**config.mk**
```make
export PLATFORM = sky130hd
export DESIGN_NAME = mul_div_unit
export DESIGN_NICKNAME = d
export VERILOG_FILES = /design/src/rtl/mul_div_unit_pkg.sv /design/src/rtl/mul_div_unit_div_core.sv /design/src/rtl/mul_div_unit.sv
export SDC_FILE = /design/constraint.sdc
export NUM_CORES = 2
export LEC_CHECK = 0
export CORE_MARGIN = 5
export CORE_UTILIZATION = 41
export CTS_CLUSTER_DIAMETER = 50
export DETAILED_ROUTE_END_ITERATION = 7
export DONT_BUFFER_PORTS = 1
export GPL_ROUTABILITY_DRIVEN = 1
export PLACE_DENSITY_LB_ADDON = 0.25
export SLEW_MARGIN = 20
export SYNTH_ARGS = -nofsm -noshare
export SYNTH_HDL_FRONTEND = slang
export SYNTH_SLANG_ARGS = --single-unit
```
**constraint.sdc**
```tcl
create_clock -name clk -period 8.6 [get_ports clk]
set_input_delay 0.86 -clock clk [delete_from_list [all_inputs] [get_ports clk]]
set_output_delay 0.86 -clock clk [all_outputs]
set_load 0.01 [all_outputs]
```
**src/rtl/mul_div_unit_pkg.sv**
```systemverilog
// Shared definitions for the multiply/divide unit: op-bit indices, widths and FSM states.
// EXE imports this package to build mdop one-hot vectors.
package mul_div_unit_pkg;

  localparam int SINGLE_WORD = 32;
  localparam int MDOP_W      = 6;

  localparam int MDU_MULT  = 0;
  localparam int MDU_MULTU = 1;
  localparam int MDU_DIV   = 2;
  localparam int MDU_DIVU  = 3;
  localparam int MDU_MTHI  = 4;
  localparam int MDU_MTLO  = 5;

  typedef enum logic [2:0] {
    ST_IDLE,
    ST_MUL,
    ST_DIV_PREP,
    ST_DIV_ITER,
    ST_DONE
  } mdu_state_e;

  // Zero or multiple set bits decode as a no-op.
  function automatic logic is_one_hot(input logic [MDOP_W-1:0] op);
    return (op != '0) && ((op & (op - MDOP_W'(1))) == '0);
  endfunction

endpackage

```
**src/rtl/mul_div_unit_div_core.sv**
```systemverilog
// Iterative restoring divider: operand magnitudes on start, one quotient bit per cycle,
// sign-corrected {remainder, quotient} presented alongside done on the final iteration.
module div_core
  import mul_div_unit_pkg::*;
(
  input  logic                     clk,
  input  logic                     rst,
  input  logic                     start,
  input  logic                     abort,
  input  logic                     signed_i,
  input  logic [SINGLE_WORD-1:0]   dividend,
  input  logic [SINGLE_WORD-1:0]   divisor,
  output logic                     done,
  output logic [2*SINGLE_WORD-1:0] result
);

  logic                   active;
  logic [4:0]             count;
  logic [SINGLE_WORD-1:0] rem_q;
  logic [SINGLE_WORD-1:0] quo_q;
  logic [SINGLE_WORD-1:0] div_q;
  logic [SINGLE_WORD-1:0] raw_dividend_q;
  logic                   q_neg;
  logic                   r_neg;
  logic                   div_zero;

  logic [SINGLE_WORD-1:0] dividend_mag;
  logic [SINGLE_WORD-1:0] divisor_mag;
  logic [SINGLE_WORD:0]   shifted;
  logic [SINGLE_WORD:0]   diff;
  logic [SINGLE_WORD-1:0] rem_n;
  logic [SINGLE_WORD-1:0] quo_n;
  logic [SINGLE_WORD-1:0] rem_fix;
  logic [SINGLE_WORD-1:0] quo_fix;

  always_comb begin
    dividend_mag = (signed_i && dividend[SINGLE_WORD-1]) ? (~dividend + 32'd1) : dividend;
    divisor_mag  = (signed_i && divisor[SINGLE_WORD-1])  ? (~divisor + 32'd1)  : divisor;
  end

  // A non-negative trial difference means the divisor fits: keep it and shift in a 1.
  always_comb begin
    shifted = {rem_q, quo_q[SINGLE_WORD-1]};
    diff    = shifted - {1'b0, div_q};
    rem_n   = shifted[SINGLE_WORD-1:0];
    quo_n   = {quo_q[SINGLE_WORD-2:0], 1'b0};
    if (!diff[SINGLE_WORD]) begin
      rem_n = diff[SINGLE_WORD-1:0];
      quo_n = {quo_q[SINGLE_WORD-2:0], 1'b1};
    end
  end

  always_comb begin
    quo_fix = q_neg ? (~quo_n + 32'd1) : quo_n;
    rem_fix = r_neg ? (~rem_n + 32'd1) : rem_n;
    done    = active && (count == 5'd31);
    result  = div_zero ? {raw_dividend_q, 32'hFFFF_FFFF} : {rem_fix, quo_fix};
  end

  always_ff @(posedge clk or posedge rst) begin
    if (rst) begin
      active         <= 1'b0;
      count          <= 5'd0;
      rem_q          <= '0;
      quo_q          <= '0;
      div_q          <= '0;
      raw_dividend_q <= '0;
      q_neg          <= 1'b0;
      r_neg          <= 1'b0;
      div_zero       <= 1'b0;
    end else if (abort) begin
      active <= 1'b0;
      count  <= 5'd0;
    end else if (start) begin
      active         <= 1'b1;
      count          <= 5'd0;
      rem_q          <= '0;
      quo_q          <= dividend_mag;
      div_q          <= divisor_mag;
      raw_dividend_q <= dividend;
      q_neg          <= signed_i && (dividend[SINGLE_WORD-1] ^ divisor[SINGLE_WORD-1]);
      r_neg          <= signed_i && dividend[SINGLE_WORD-1];
      div_zero       <= (divisor == '0);
    end else if (active) begin
      rem_q <= rem_n;
      quo_q <= quo_n;
      count <= count + 5'd1;
      if (count == 5'd31) begin
        active <= 1'b0;
      end
    end
  end

endmodule

```
**src/rtl/mul_div_unit.sv**
```systemverilog
// HI/LO multiply-divide unit: two-cycle multiply, 34-cycle iterative divide, MTHI/MTLO writes.
// Stalls EXE through busy_o; flush abandons any in-flight op without touching HI/LO.
module mul_div_unit
  import mul_div_unit_pkg::*;
(
  input  logic                   clk,
  input  logic                   rst,
  input  logic                   valid_i,
  input  logic [MDOP_W-1:0]      mdop,
  input  logic [SINGLE_WORD-1:0] scr0,
  input  logic [SINGLE_WORD-1:0] scr1,
  input  logic                   flush_i,
  output logic                   busy_o,
  output logic                   done_o,
  output logic [SINGLE_WORD-1:0] hi_o,
  output logic [SINGLE_WORD-1:0] lo_o
);

  mdu_state_e             state;
  logic [SINGLE_WORD-1:0] op_a;
  logic [SINGLE_WORD-1:0] op_b;
  logic                   op_signed;
  logic                   op_ok;

  logic signed [SINGLE_WORD:0]     mul_a;
  logic signed [SINGLE_WORD:0]     mul_b;
  logic signed [2*SINGLE_WORD-1:0] product;

  logic                     div_start;
  logic                     div_done;
  logic [2*SINGLE_WORD-1:0] div_result;

  assign op_ok = valid_i && is_one_hot(mdop);

  // One 33x33 signed multiplier serves both flavours via the extension bit.
  always_comb begin
    mul_a   = {op_signed & op_a[SINGLE_WORD-1], op_a};
    mul_b   = {op_signed & op_b[SINGLE_WORD-1], op_b};
    product = mul_a * mul_b;
  end

  assign div_start = (state == ST_DIV_PREP);

  div_core u_div_core (
    .clk      (clk),
    .rst      (rst),
    .start    (div_start),
    .abort    (flush_i),
    .signed_i (op_signed),
    .dividend (op_a),
    .divisor  (op_b),
    .done     (div_done),
    .result   (div_result)
  );

  always_ff @(posedge clk or posedge rst) begin
    if (rst) begin
      state     <= ST_IDLE;
      op_a      <= '0;
      op_b      <= '0;
      op_signed <= 1'b0;
      hi_o      <= '0;
      lo_o      <= '0;
      busy_o    <= 1'b0;
      done_o    <= 1'b0;
    end else if (flush_i) begin
      state  <= ST_IDLE;
      busy_o <= 1'b0;
      done_o <= 1'b0;
    end else begin
      done_o <= 1'b0;
      case (state)
        ST_IDLE: begin
          if (op_ok) begin
            if (mdop[MDU_MTHI]) begin
              hi_o   <= scr0;
              done_o <= 1'b1;
            end else if (mdop[MDU_MTLO]) begin
              lo_o   <= scr0;
              done_o <= 1'b1;
            end else begin
              op_a      <= scr0;
              op_b      <= scr1;
              op_signed <= mdop[MDU_MULT] | mdop[MDU_DIV];
              busy_o    <= 1'b1;
              state     <= (mdop[MDU_MULT] | mdop[MDU_MULTU]) ? ST_MUL : ST_DIV_PREP;
            end
          end
        end
        ST_MUL: begin
          {hi_o, lo_o} <= product;
          busy_o       <= 1'b0;
          done_o       <= 1'b1;
          state        <= ST_DONE;
        end
        ST_DIV_PREP: begin
          state <= ST_DIV_ITER;
        end
        ST_DIV_ITER: begin
          if (div_done) begin
            {hi_o, lo_o} <= div_result;
            busy_o       <= 1'b0;
            done_o       <= 1'b1;
            state        <= ST_DONE;
          end
        end
        ST_DONE: begin
          state <= ST_IDLE;
        end
        default: begin
          state  <= ST_IDLE;
          busy_o <= 1'b0;
        end
      endcase
    end
  end

endmodule

```
# After elaboration in Yosys (flattened, before gate mapping)
# Cells that the tools add are included.
[totals]
out_inout_bits = 66
wordCells = 120
regBits = 271
[classes]
n_bitwise = 13
mul = 1
n_reduce_logical = 21
n_mux = 46
n_addsub = 7
n_eq_ne = 15
[ops]
columns = ["op", "count"]
rows = [
  ["two-way mux 32 bit", 16],
  ["case mux 32 bit (3 select lines)", 2],
  ["adder 32 x 1 -> 32 bit, second input constant", 4],
  ["inverter 32 bit", 4],
  ["multiplier 33 x 33 -> 64 bit", 1],
  ["two-way mux 64 bit", 1],
  ["subtractor 33 x 32 -> 33 bit", 1],
  ["logical NOT 32 bit", 1],
  ["two-way mux 1 bit", 15],
  ["two-way mux 3 bit", 5],
  ["two-way mux 5 bit", 3],
  ["AND reduction 5 bit", 3],
  ["!= test 3 bit, second input constant", 4],
  ["case mux 3 bit (4 select lines)", 1],
  ["!= test 2 bit, second input constant", 5],
  ["AND 6 bit", 1],
  ["== test 3 x 2 -> 1 bit, second input constant", 2],
  ["logical AND 1 bit", 6],
  ["logical NOT 6 bit", 1],
  ["case mux 1 bit (3 select lines)", 2],
  ["AND reduction 6 bit", 1],
  ["nonzero test 3 bit", 2],
  ["nonzero test 6 bit", 1],
  ["subtractor 6 x 1 -> 6 bit, second input constant", 1],
  ["15 further kinds", 20],
]

# Depth between registers and ports, before layout
[logic_depth]
ltp_word = 8
depth_mapped = 32

# By module
# From an unflattened synthesis, not the netlist that was laid out.
[hier_totals]
hier_cells = 6319
hier_area_um2 = 55789.8
[by_module_without_submodules]
columns = ["mod", "area_each_um2", "seq_area_each_um2", "cells_each", "n_inst"]
rows = [
  ["mul_div_unit", 44276.2, 3353.2, 4832, 1],
  ["div_core", 11513.5, 3428.3, 1487, 1],
]

# Worst setup path after synthesis
# Ideal clock, no wire load.
[synth_timing]
path_type = "register to register"
startpoint = "reg op_a[31]"
endpoint = "reg hi_o[29]"
n_path_buf = 4
path_stages_with_launch = 30
required_ps = 8464
slack_ps = 90
synth_period_minus_slack_ps = 8510
setup_ps = 136
arrival_time_ps = 8373
path_cell_list = "dfrtp_1 clkbuf_1 and2_1 clkbuf_1 clkbuf_1 nand2_1 inv_1 fa_1 inv_1 fa_1 inv_1 fa_1 fa_1 inv_1 fa_1 inv_1 fa_1 inv_1 fa_1 fa_1 inv_1 ha_1 clkbuf_1 a21oi_1 o21ai_0 or3b_2 o21ai_0 nor4_1 a2111oi_0 a31oi_1"
[synth_between]
elab_chain_len = 3
[synth_lines]
columns = ["item", "line_no", "text"]
rows = [
  ["from (decl)", "mul_div_unit.sv:20", "logic [SINGLE_WORD-1:0] op_a;"],
  ["from (signal assigned)", "mul_div_unit.sv:82", "op_a <= scr0;"],
  ["AND 1 bit", "mul_div_unit.sv:37", "mul_a = {op_signed & op_a[SINGLE_WORD-1], op_a};"],
  ["multiplier 33 x 33 -> 64 bit (*)", "mul_div_unit.sv:39", "product = mul_a * mul_b;"],
  ["case mux 32 bit (3 select lines) (*)", "mul_div_unit.sv:72", "case (state)"],
  ["to (signal assigned)", "mul_div_unit.sv:76", "hi_o <= scr0;"],
  ["to (signal assigned)", "mul_div_unit.sv:91", "{hi_o, lo_o} <= product;"],
  ["to (signal assigned)", "mul_div_unit.sv:101", "{hi_o, lo_o} <= div_result;"],
  ["to (decl)", "mul_div_unit.sv:15", "output logic [SINGLE_WORD-1:0] hi_o,"],
]
# Every way passes the cells marked *; elsewhere a longest branch is shown, timed or not.
# A chain may end at the register's enable or synchronous reset.

# Worst setup path after layout
[layout_timing]
startpoint = "reg op_signed"
endpoint = "reg hi_o[26]"
[layout_between]
elab_chain_len = 3
[layout_lines]
columns = ["item", "line_no", "text"]
rows = [
  ["from (decl)", "mul_div_unit.sv:22", "logic op_signed;"],
  ["from (signal assigned)", "mul_div_unit.sv:84", "op_signed <= mdop[MDU_MULT] | mdop[MDU_DIV];"],
  ["AND 1 bit, on equally long branches", "mul_div_unit.sv:37, mul_div_unit.sv:38", ""],
  ["multiplier 33 x 33 -> 64 bit (*)", "mul_div_unit.sv:39", ""],
  ["case mux 32 bit (3 select lines) (*)", "mul_div_unit.sv:72", ""],
]
# Marks and branches as above.

==> impl_metrics.ini <==
[outcome]
run_status = finished clean

[timing]
holdWs_ps = 243
finalClockSkew_ps = 26.3
timing.final.crit_share_pct = 96.3
setup_repair_after_global_routing_missed_its_margin = true
totalNegativeSetupSlack_ps = 0
layout_min_cycle_time_ps = 8290
fmax_mhz = 121
finalHoldViolations = 0
timing_worst_slew_pin_value_ps = 1140
post-route-worst-setup-slack_ps = 315
timing_max_transition_violations_final = 0
max_slew_margin_pct = 24.2
timing.final.setup_violations = 0

[critical_path]
crit_path_start = op_signed$_DFFE_PP0P_
worst_r2r_endpoint = hi_o[26]$_DFFE_PP0P_
timing.reg2reg.worst_path_depth = 28
ff2ff_setup_slack_ps = 310
buffer_and_inverter_count_on_the_worst_path = 6
timing.critical_path.required_ps = 9030
critical_path.max_fanout = 19
cpMaxStageDelayCell = fa_2
critical_path_class = register to register
start_kind = register
cp_data_arrival_time_ps = 8710
timing.rr.start = op_signed$_DFFE_PP0P_
cp_common_cell = fa_1
worstSetupEndpointType = register
max_stage_delay_ps = 640
critPathTopFamily = adder cells

[yosys]
async_reset_ff_share_pct = 100
ys_warn_count = 0
seq_area_frac_synth_pct = 12.3
yosys_most_used_dff = dfrtp_1
synthDistinctLibCells = 99
post_synth_instance_area_um2 = 55300
synth_enable_flop_cells = 0
syn-instance-count = 6258
syn_area_per_cell_um2 = 8.83
synth_nets = 7709
postSynthRegisterBits = 271

[job]
max-cap-violations = 0

[grt]
number_of_global_route_vias_before_repair = 45300
grt_start_max_net_pins = 99
grt_antenna_before_repair = 11
grt_first_pass_wirelength_um = 276000
grt.total_usage_pct = 25.0
grt-ovfl-total = 0

[cells_and_area]
utilization_pct = 44.7
final_nets = 7558
layout-area-overhead-vs-synth_pct = 8.08
layout-drive-gt1-share_pct = 6.63
final_cell_area_um2 = 59700

[clock_tree]
clock_tree.buffer_depth = 3
tritoncts = built
cts_hold_buffers = 0
cts.sinks = 271
clock_tree.root_cell = clkbuf_16
cts_made_buffers = 41
clk_transition_reported_paths_ps = 60
htree_levels = 2
clock_latency_late_sink_ps = 580

[detailed_routing]
topRoutingLayerUsed = met5
route.detailed.vias_per_inst = 5.45
detail_route.wirelength_um = 175000
routed_length_per_placed_instance_um = 22.1
met3RoutedLength_um = 13200
firstDrtPassIters = 7
detailedRoute.firstIterationViolations = 3376
via_count = 43100
detail_route.drc_violations = 0
detail-route-antenna-nets = 0
met2_length_um = 81400
routedLengthMet1_um = 74800

[pwr]
cell_internal_pwr_mw = 7.83
power.share.sequential_pct = 10.3
swShare_pct = 54.0
clkPwrFrac_pct = 10.8
vdd_drop_max_mv = 0.406
leakagePower_nw = 28.5
power_density_nw_per_um2 = 285
switching_power_mw = 9.20
power_frac_comb_pct = 78.9

[placement]
post-dp-hpwl_um = 140000
pre_cts_ws_ps = 30.4
gp_routability_congestion = 0.954
placed_area_um2 = 58100
port-buffer-count = 0

[floorplan]
pin_count = 140
floorplan.initialDensity_pct = 41.3
design.die.area_um2 = 142000
die-height_um = 377
placeableCoreArea_um2 = 134000
std_cell_rows = 134
die_x_um = 377

[worst_hold_path]
hold_path.class = input port to asynchronous set/reset pin
[worst max-delay path by stage]
stage                                       to  slack (ps)  depth (start not counted)
final                     hi_o[26]$_DFFE_PP0P_         310                         28
after global routing      hi_o[29]$_DFFE_PP0P_         -50                         26
after CTS                 hi_o[21]$_DFFE_PP0P_           8                         29
after detailed placement  hi_o[21]$_DFFE_PP0P_          30                         29
after global placement    hi_o[21]$_DFFE_PP0P_          70                         29
after floorplan           hi_o[29]$_DFFE_PP0P_          90                         29
[synthesized netlist by cell type (16+ instances only)]
| cell type | n | area (um2) |
|---|---|---|
| dfrtp_1 | 271 | 6780 |
| nor4_1 | 17 | 106 |
| buf_1 | 57 | 214 |
| ha_1 | 251 | 3140 |
| and2_1 | 344 | 2150 |
| a21o_1 | 47 | 353 |
| a221oi_1 | 16 | 140 |
| nand2_1 | 1040 | 3900 |
| mux2_2 | 62 | 698 |
| and3_1 | 43 | 269 |
| nand2b_1 | 30 | 188 |
| mux2i_1 | 36 | 360 |
| o21a_1 | 23 | 173 |
| nand3_1 | 38 | 190 |
| nor3_1 | 53 | 265 |
| or3_1 | 26 | 163 |
| a31oi_1 | 55 | 344 |
| o21ai_0 | 247 | 1240 |
| inv_1 | 1197 | 4490 |
| nor2_1 | 220 | 826 |
| o31ai_1 | 31 | 233 |
| a21oi_1 | 200 | 1000 |
| clkbuf_1 | 322 | 1210 |
| fa_1 | 1126 | 22500 |
| a211oi_1 | 21 | 158 |
| xnor2_1 | 117 | 1020 |
| xor2_1 | 76 | 666 |
[metrics by stage]
step | total power [mW] | std cells
2_1_floorplan | 10.4 | 6258
3_3_place_gp | 14.9 | 7825
3_5_place_dp | 15.0 | 7825
4_1_cts | 16.9 | 7899
5_1_grt | 18.7 | 7906
6_report | 17.0 | 7914
[layer usage]
metal / track usage (%) / vias up
li1: - / 18900
met1: 34.4 / 22300
met2: 40.7 / 1593
met3: 4.31 / 296
met4: 7.44 / 6
met5: 0 / -
[layout make-up]
cell class	instances	area, um2
Clock inverter	20	289
Multi-Input combinational cell	4391	42500
Inverter	1199	4520
Sequential cell	271	6790
Timing Repair Buffer	203	2170
Fill cell	12900	73900
Antenna cell	8	20.0
Tap cell	1768	2210
Clock buffer	54	1190
[power groups by stage]
stage,Combinational [mW],Sequential [mW],Clock (mW)
after floorplan,8.75,1.63,0
after global placement,13.1,1.77,0
after detailed placement,13.3,1.78,0
after CTS,13.3,1.76,1.84
after global routing,15.1,1.78,1.89
final,13.4,1.76,1.83
[sequential cells by signal, indices dropped and copies added (netlist names)]
register	count
u_div_core.quo_q	32
lo_o	32
state	3
u_div_core.count	5
u_div_core.div_q	32
u_div_core.r_neg	1
op_b	32
u_div_core.active	1
u_div_core.raw_dividend_q	32
u_div_core.rem_q	32
op_a	32
done_o	1
busy_o	1
hi_o	32
op_signed	1
u_div_core.q_neg	1
u_div_core.div_zero	1
[placed cells by master, fill, tap and decap left out, types with 13 or more instances in the layout]
master     count
nand2b_1      29
fa_1        1123
a21oi_1      200
o31ai_1       30
buf_12        52
xnor2_1      117
a21o_1        47
inv_1       1193
a221oi_1      16
o21ai_0      244
nand2_1     1040
or3_1         26
mux2i_1       36
o21a_1        23
a41oi_1       13
nor2_1       217
ha_1         251
a22oi_1       14
nor3_1        53
buf_4        151
nand4_1       15
xor2_1        76
clkbuf_16     43
o211ai_1      15
a211o_1       13
a211oi_1      19
and3_1        43
a31oi_1       55
mux2_2        62
nand3_1       38
dfrtp_1      267
o41ai_1       14
and2_1       344
nor4_1        15
[cell families (layout without fill, tap and decap cells)]
logic type,count (synthesis),after routing,share of synthesized area [%]
other cells,0,8,0
xor+xnor,193,193,3.06
flops,271,271,12.3
mux,98,98,1.92
fa+ha+maj,1378,1378,46.5
simple gates,1901,1901,15.8
buf+inv,1596,1476,11.0
compound gates,821,821,9.46
[repair_timing]
action                                  CTS  global route
buffers inserted                          0             7
gates resized for setup                   0            28
endpoints found under the setup margin    0            22
Power figures use the tool's default switching activity.
